## config.mk

```make
export PLATFORM = sky130hd
export DESIGN_NAME = mult_datapath
export DESIGN_NICKNAME = d
export VERILOG_FILES = /design/src/rtl/mult_pkg.sv /design/src/rtl/shift_adder.sv /design/src/rtl/mult_datapath.sv
export SDC_FILE = /design/constraint.sdc
export NUM_CORES = 1
export LEC_CHECK = 0
export ABC_CLOCK_PERIOD_IN_PS = 2700
export BUFFER_PORTS_ARGS = -buffer_cell sky130_fd_sc_hd__buf_4
export CORE_MARGIN = 5
export CORE_UTILIZATION = 50
export DETAILED_ROUTE_END_ITERATION = 6
export GPL_TIMING_DRIVEN = 0
export PLACE_DENSITY_LB_ADDON = 0.05
export SLEW_MARGIN = 10
export SYNTH_ARGS = -nofsm -noshare
export SYNTH_HDL_FRONTEND = slang
export SYNTH_SLANG_ARGS = --single-unit
```

## constraint.sdc

```tcl
create_clock -name clk_i -period 2.7 [get_ports clk_i]
set_clock_uncertainty 0.05 [all_clocks]
set_input_delay 0 -clock clk_i [delete_from_list [all_inputs] [get_ports clk_i]]
set_output_delay 0 -clock clk_i [all_outputs]
set_load 0.01 [all_outputs]
```

## src/rtl/mult_pkg.sv

```systemverilog
// Shared definitions for the shift-add multiplier: operand width and the
// control-strobe bundle exchanged between sequencer and datapath.
package mult_pkg;

  localparam int unsigned MULT_N = 8;

  typedef struct packed {
    logic clear;
    logic shift;
    logic add_shift;
  } ctrl_t;

endpackage

```

## src/rtl/shift_adder.sv

```systemverilog
// Combinational step unit: optional A+M with carry, then right shift of {carry,A,Q}.
module shift_adder #(
  parameter int unsigned N = 8
) (
  input  logic [N-1:0] a_i,
  input  logic [N-1:0] m_i,
  input  logic [N-1:1] q_hi_i,
  input  logic         add_i,
  output logic [N-1:0] a_o,
  output logic [N-1:0] q_o
);

  logic [N:0] sum;

  always_comb begin
    sum = add_i ? ({1'b0, a_i} + {1'b0, m_i}) : {1'b0, a_i};
    // Carry lands in A's MSB; the bit shifted out of A becomes Q's MSB.
    {a_o, q_o} = {sum, q_hi_i};
  end

endmodule

```

## src/rtl/mult_datapath.sv

```systemverilog
// Register/adder datapath of the shift-add multiplier: operand latches, A/Q
// working registers, step counter and the latched 2n-bit product.
module mult_datapath
  import mult_pkg::*;
#(
  parameter int unsigned N = MULT_N
) (
  input  logic           clk_i,
  input  logic           rst_i,
  input  logic           clear_i,
  input  logic           shift_i,
  input  logic           add_shift_i,
  input  logic           ld_m_i,
  input  logic           ld_q_i,
  input  logic [N-1:0]   data_in_i,
  input  logic           sel_hi_i,
  output logic           q0_o,
  output logic           busy_o,
  output logic           done_o,
  output logic           err_o,
  output logic [2*N-1:0] product_o,
  output logic [N-1:0]   data_out_o
);

  localparam int unsigned CntW = $clog2(N + 1);

  logic [N-1:0]   m_q, m_d, qin_q, qin_d, a_q, a_d, q_q, q_d;
  logic [CntW-1:0] cnt_q, cnt_d, cnt_inc;
  logic [2*N-1:0] product_q, product_d;
  logic           busy_q, busy_d, done_q, done_d, err_q, err_d;
  logic [N-1:0]   a_step, q_step;
  ctrl_t          ctrl;

  assign ctrl    = '{clear: clear_i, shift: shift_i, add_shift: add_shift_i};
  assign cnt_inc = cnt_q + CntW'(1);

  shift_adder #(.N(N)) u_shift_adder (
    .a_i    (a_q),
    .m_i    (m_q),
    .q_hi_i (q_q[N-1:1]),
    .add_i  (ctrl.add_shift),
    .a_o    (a_step),
    .q_o    (q_step)
  );

  always_comb begin
    m_d       = m_q;
    qin_d     = qin_q;
    a_d       = a_q;
    q_d       = q_q;
    cnt_d     = cnt_q;
    product_d = product_q;
    busy_d    = busy_q;
    done_d    = 1'b0;
    err_d     = err_q;

    if (!busy_q) begin
      if (ld_m_i) m_d = data_in_i;
      if (ld_q_i) qin_d = data_in_i;
    end

    if (ctrl.clear) begin
      a_d    = '0;
      q_d    = qin_q;
      cnt_d  = '0;
      busy_d = 1'b1;
      err_d  = 1'b0;
    end else if (busy_q && (ctrl.shift || ctrl.add_shift)) begin
      a_d   = a_step;
      q_d   = q_step;
      cnt_d = cnt_inc;
      if (ctrl.shift && ctrl.add_shift) err_d = 1'b1;
      if (cnt_inc == CntW'(N)) begin
        product_d = {a_step, q_step};
        done_d    = 1'b1;
        busy_d    = 1'b0;
      end
    end
  end

  always_ff @(posedge clk_i or posedge rst_i) begin
    if (rst_i) begin
      m_q       <= '0;
      qin_q     <= '0;
      a_q       <= '0;
      q_q       <= '0;
      cnt_q     <= '0;
      product_q <= '0;
      busy_q    <= 1'b0;
      done_q    <= 1'b0;
      err_q     <= 1'b0;
    end else begin
      m_q       <= m_d;
      qin_q     <= qin_d;
      a_q       <= a_d;
      q_q       <= q_d;
      cnt_q     <= cnt_d;
      product_q <= product_d;
      busy_q    <= busy_d;
      done_q    <= done_d;
      err_q     <= err_d;
    end
  end

  assign q0_o       = q_q[0];
  assign busy_o     = busy_q;
  assign done_o     = done_q;
  assign err_o      = err_q;
  assign product_o  = product_q;
  assign data_out_o = sel_hi_i ? product_q[2*N-1:N] : product_q[N-1:0];

endmodule
```

==> results_dict.tcl, run 1 <==
set metrics [dict create \
    outcome "finished clean" \
    p_seq_share_pct 52.3 \
    whs_ns 0.186 \
    diodes 0 \
    antenna_found_initial 0 \
    clockBufferDepth 2 \
    yosys-top-cells-count "dfrtp_1, mux2_2, nand2_1" \
    tightestPinTransition_ns 0.559 \
    synth_top_family_by_area "multiplexers" \
    die_area_sq_um 7150 \
    cts.htree.levels 2 \
    clk_latency_ns 0.31 \
    vias 2019 \
    synth.net_count 269 \
    crit_path_end_kind "flop" \
    drtPass1Iterations 4 \
    cts_resized 0 \
    rows 27 \
    grt_use_total_pct 17.8 \
    grt_pass1_vias 1998 \
    worstPathArrival_ns 2.47 \
    path_clk_slew_ns 0.09 \
    crit_required_ns 2.84 \
    fin_crit_sh_pct 86.4 \
    syn_to_final_growth_pct 22.6 \
    vias_per_cell 5.40 \
    yosysWarnings 0 \
    yosysUniqueCellTypes 44 \
    switchingPower_mw 0.481 \
    crit_type "flop to flop" \
    wl_per_cell_microns 16.3 \
    synth_edf_count 0 \
    synth_seq_cells 55 \
    globalplace.congestion 0.806 \
    reg2reg_depth 6 \
    rsz0062_at_grt "no" \
    clock-sinks 55 \
    synthFlopType "dfrtp_1" \
    drt_iter0_drc 79 \
    port-buffer-count 42 \
    synth_adder_area_share_pct 5.22 \
    synth_top_area_share_pct 49.5 \
    drt_wl_total_microns 6090 \
    stdcell_count 374 \
    grt_max_degree 32 \
    cp_max_fo 3 \
    max_freq_mhz 429 \
    leakagePower_nw 1.73 \
    timing.final.hold_violations 0 \
    synth_xor_area_share_pct 1.57 \
    slew_viol_final 0 \
    ys_seq_area_share_pct 49.5 \
    yosysMostFrequentCell "dfrtp_1" \
    p_clk_share_pct 29.5 \
    nNetsFinal 329 \
    cts_tree "yes" \
    internal_power_mw 1.31 \
    synth-simple-area-share_pct 10.4 \
    ir_drop_mv 0.303 \
    hold_depth 3 \
    synth_compound_area_share_pct 12.3 \
    async_flop_share_pct 100 \
    core_area_sq_um 5470 \
    netlist_instances 242 \
    syn_area_per_cell_sq_um 11.5 \
    p_per_area_nw_per_um2 527 \
    synthMuxAreaShare_pct 18.1 \
    numCtsBuffers 5 \
    hold_class "primary input to flop" \
    clock_tree.root_cell "clkbuf_8" \
    netlist_top_cells_area "dfrtp_1, mux2_2, ha_1" \
    min_period_ns 2.33 \
    gr-total-overflow 0 \
    swShare_pct 26.8 \
    grt_pass1_wl_microns 10100 \
    netlist_area_sq_um 2780 \
    worst_slew_margin_rel_pct 62.7 \
    dp_hpwl_microns 4660 \
    die_h_microns 84.6 \
    ant_nets 0 \
    drive_gt1_share_pct 31.1 \
    yosysTopAreaCell "dfrtp_1" \
    initial_utilization_pct 50.8 \
    drc 0 \
    die_w_microns 84.6 \
    io_pins 44 \
    dp_cells 357 \
    combPwrFrac_pct 18.1 \
    critical_path.startpoint_type "flop" \
    drv_cap 0 \
    finalSetupTns_ns 0 \
    final-setup-viol-count 0 \
]
==> sequential cells by signal (all words and copies together) (netlist names) <==
name / count
cnt_q: 4
busy_o: 1
q_q: 8
qin_q: 8
done_o: 1
m_q: 8
err_o: 1
product_o: 16
a_q: 8
==> critical path: stages (launching register included) <==
cell and delay [ns]:
dfrtp_1 0.42, ha_1 0.27, fa_1 0.42, a21o_1 0.21, and4b_1 0.19, or3_1 0.39
mux2_2 0.27
==> layer usage <==
| layer | GRT usage (%) | up-vias | part of all wire, % |
|---|---|---|---|
| met5 | 0 | - | 0 |
| met2 | 29.0 | 48 | 47 |
| met1 | 24.3 | 980 | 47 |
| met4 | 3.88 | 0 | 0.95 |
| met3 | 4.12 | 6 | 5.5 |
| li1 | - | 985 | - |
==> final timing paths <==
kind | endpoint | slack (ns) | startpoint
hold reg to reg | q_q[0] | 0.46 | qin_q[0]
hold / removal | a_q[6] | 0.19 | clear_i
max in group asynchronous | product_o[10] | 1.79 | rst_i
setup reg to reg | product_o[11] | 0.37 | m_q[0]
setup / recovery | product_o[11] | 0.37 | m_q[0]
min in group asynchronous | qin_q[3] | 0.25 | rst_i
==> logic make-up (layout without fill, tap and decap cells) <==
kind of cell / count (synthesis) / in the layout
fa+ha+maj: 11 / 11
compound gates: 51 / 51
flops: 55 / 55
simple gates: 60 / 60
mux: 44 / 44
xor+xnor: 5 / 5
buf+inv: 16 / 76
==> per-stage QoR <==
stage	instance area [sq um]	power, mW	utilization (%)	worst slack, ns
2_1_floorplan	2780	1.17	-	0.594
3_3_place_gp	3190	1.26	58.2	0.448
3_5_place_dp	3210	1.27	58.6	0.425
4_1_cts	3410	1.81	62.3	0.370
5_1_grt	3410	1.90	62.3	0.258
6_report	3410	1.80	62.3	0.368
==> area by class of cell <==
class,instances,area (sq um)
clock inverters,1,30.0
inverters,3,11.3
flip-flops and latches,55,1380
clock buffers,6,72.6
fillers,465,2060
repair buffers,53,435
plain buffers,13,70.1
multi-input cells,171,1320
well taps,72,90.1
==> placed cells by master (no fill, tap or decap), drive strengths merged, types with 2 or more instances in the layout <==
| cell | Yosys | routed |
|---|---|---|
| dfrtp | 55 | 55 |
| buf | 7 | 50 |
| mux2 | 33 | 33 |
| nand2 | 23 | 23 |
| o21ai | 19 | 19 |
| nor2 | 18 | 18 |
| clkbuf | 6 | 12 |
| mux2i | 11 | 11 |
| ha | 10 | 10 |
| dlygate4sd3 | 0 | 10 |
| a21oi | 8 | 8 |
| a21o | 6 | 6 |
| xnor2 | 4 | 4 |
| nand3 | 3 | 3 |
| nor2b | 3 | 3 |
| a211oi | 3 | 3 |
| inv | 3 | 3 |
| nor3 | 3 | 3 |
| a31oi | 2 | 2 |
| o21a | 2 | 2 |
| or3 | 2 | 2 |
| nand2b | 2 | 2 |
| a211o | 2 | 2 |
| and4b | 2 | 2 |
==> power groups by stage <==
stage	sequential (mW)	combinational (mW)	clock, mW
floorplan	0.939	0.229	0
global placement	0.954	0.302	0
detailed placement	0.956	0.315	0
CTS	0.940	0.328	0.542
global route	0.950	0.370	0.576
finish	0.940	0.325	0.530
==> repair_timing <==
item	CTS	global route
endpoints found under the hold margin	41	0
hold buffers	10	0
endpoints found under the setup margin	0	0
setup buffers	0	0
Power figures use the tool's default switching activity.
==> run 2, diff against run 1 <==
--- a/config.mk
+++ b/config.mk
@@ -7,8 +7,8 @@
 export LEC_CHECK = 0
 export ABC_CLOCK_PERIOD_IN_PS = 2700
 export BUFFER_PORTS_ARGS = -buffer_cell sky130_fd_sc_hd__buf_4
-export CORE_MARGIN = 5
-export CORE_UTILIZATION = 50
+export CORE_MARGIN = 4
+export CORE_UTILIZATION = 35
 export DETAILED_ROUTE_END_ITERATION = 6
 export GPL_TIMING_DRIVEN = 0
 export PLACE_DENSITY_LB_ADDON = 0.05
==> run 2 against run 1 <==
  * Clock power rose by 6.6%
  * Cell count increased by 8.3%
  * Power increased by 1.8%
  * Non-clock buffer count unchanged
  * Setup slack improved by 0.053 ns
  * Fmax grew 2.3%
  * Critical path depth is the same
  * Via count down 0.79%
  * Sequential cell count unchanged
  * Global-route usage shrank 4.0 points
  * Utilization is 18 points lower
  * Critical endpoint unchanged
  * Largest cell class unchanged
==> results_dict.tcl, run 2 (same netlist as run 1, synthesis figures left out) <==
set metrics [dict create \
    cp_cell_sequence "ha_1 > fa_1 > a21o_1 > and4b_1 > or3_1 > mux2_2" \
    vias 2003 \
    p_per_area_nw_per_um2 529 \
    p_clk_share_pct 30.9 \
    cts_tree "yes" \
    io_pins 44 \
    place_area_sq_um 3240 \
    clock_tree.root_cell "clkbuf_8" \
    nNetsFinal 329 \
    crit_type "flop to flop" \
    critical_path.startpoint_type "flop" \
    leakagePower_nw 1.73 \
    drt_wl_total_microns 6220 \
    wl_per_cell_microns 15.4 \
    cpPeakStageDelay_ns 0.41 \
    p_seq_share_pct 51.4 \
    gr-total-overflow 0 \
    dp_hpwl_microns 4880 \
    crit_required_ns 2.86 \
    switchingPower_mw 0.507 \
    tightestPinTransition_ns 0.553 \
    finalSetupTns_ns 0 \
    postCtsSetupRepairBufs 0 \
    vias_per_cell 4.95 \
    fin_area_sq_um 3460 \
    cts_resized 0 \
    r2r_slack_ns 0.42 \
    worst_slew_margin_rel_pct 63.1 \
    initial_utilization_pct 36.0 \
    syn_to_final_growth_pct 24.4 \
    clk_latency_ns 0.31 \
    drc 0 \
    max_freq_mhz 439 \
    rsz0062_at_grt "no" \
    slew_viol_final 0 \
    outcome "finished clean" \
    grt_max_degree 36 \
    grt_pass1_vias 1963 \
    die_h_microns 97.1 \
    cts_hold_buf 10 \
    min_period_ns 2.28 \
    die_area_sq_um 9440 \
    swShare_pct 27.7 \
    drive_gt1_share_pct 31.7 \
    final-setup-viol-count 0 \
    grt_use_total_pct 13.7 \
    port-buffer-count 42 \
    layout_common_cells "dfrtp_1, buf_4, mux2_2, nand2_1, nor2_1" \
    cp_max_fo 3 \
    path_clk_slew_ns 0.11 \
    final_common_cell "dfrtp_1" \
    antenna_found_initial 0 \
    core_area_sq_um 7730 \
    combPwrFrac_pct 17.7 \
    largest_reg_flops 16 \
    slowest_stage "dfrtp_1" \
    grt_pass1_wl_microns 10500 \
    ant_nets 0 \
    ir_drop_mv 0.248 \
    clock-sinks 55 \
    timing.critical_path.buf_inv 0 \
    diodes 0 \
    critPathTopFamily "adder cells" \
    globalplace.congestion 0.749 \
    internal_power_mw 1.32 \
    nFillCells 761 \
    rows 32 \
    clockBufferDepth 2 \
    worstPathArrival_ns 2.44 \
    fin_crit_sh_pct 84.4 \
    crit_path_end_kind "flop" \
    numCtsBuffers 5 \
    drtPass1Iterations 4 \
    drt_iter0_drc 50 \
    drv_cap 0 \
    cts.htree.levels 2 \
    hold_class "primary input to flop" \
    timing.final.hold_violations 0 \
    die_w_microns 97.1 \
]
## run 2: power groups by stage
stage | Combinational, mW | Sequential (mW) | Clock [mW]
CTS | 0.328 | 0.942 | 0.587
global route | 0.368 | 0.951 | 0.612
floorplan | 0.229 | 0.939 | 0
detailed placement | 0.315 | 0.958 | 0
global placement | 0.308 | 0.958 | 0
finish | 0.323 | 0.940 | 0.565
## run 2: worst paths after layout
check                      startpoint       endpoint  cells after the start
max                            m_q[0]  product_o[11]                      6
min                           clear_i         q_q[6]                      4
max reg2reg                    m_q[0]  product_o[11]                      6
min reg2reg                  qin_q[0]         q_q[0]                      2
max in group asynchronous       rst_i         q_q[6]                      4
min in group asynchronous       rst_i       qin_q[4]                      3
## run 2: metal layers
layer  GRT usage, %  wire length, microns  vias up
met5              0                     0        -
met4           3.24                    63        0
met3           3.23                   292        5
met2           21.5                  2830       39
met1           19.3                  3040      973
li1               -                     -      986
## run 2: metrics by stage
step / std cells / hold slack, ns / utilization (%) / total power, mW / setup slack [ns]
3_3_place_gp: 386 / 0.193 / 41.7 / 1.27 / 0.405
5_1_grt: 405 / 0.214 / 44.8 / 1.93 / 0.169
3_5_place_dp: 387 / 0.0128 / 42.0 / 1.27 / 0.434
4_1_cts: 405 / 0.188 / 44.8 / 1.86 / 0.384
2_1_floorplan: 242 / 0.101 / - / 1.17 / 0.594
6_report: 405 / 0.187 / 44.8 / 1.83 / 0.421
## run 2: final cells by class
type | instances | area, sq um | share of cell area, %
Tap cell | 102 | 128 | 3.69
Clock inverter | 3 | 46.3 | 1.34
Clock buffer | 5 | 68.8 | 1.99
Sequential cell | 55 | 1380 | 39.8
Multi-Input combinational cell | 171 | 1320 | 38.3
Buffer | 13 | 70.1 | 2.03
Inverter | 3 | 11.3 | 0.325
Timing Repair Buffer | 53 | 435 | 12.6
## run 2: worst min-delay path: stages
cell	delay, ns
buf_4	0.12
clkbuf_1	0.22
nand2_1	0.10
o21ai_0	0.06
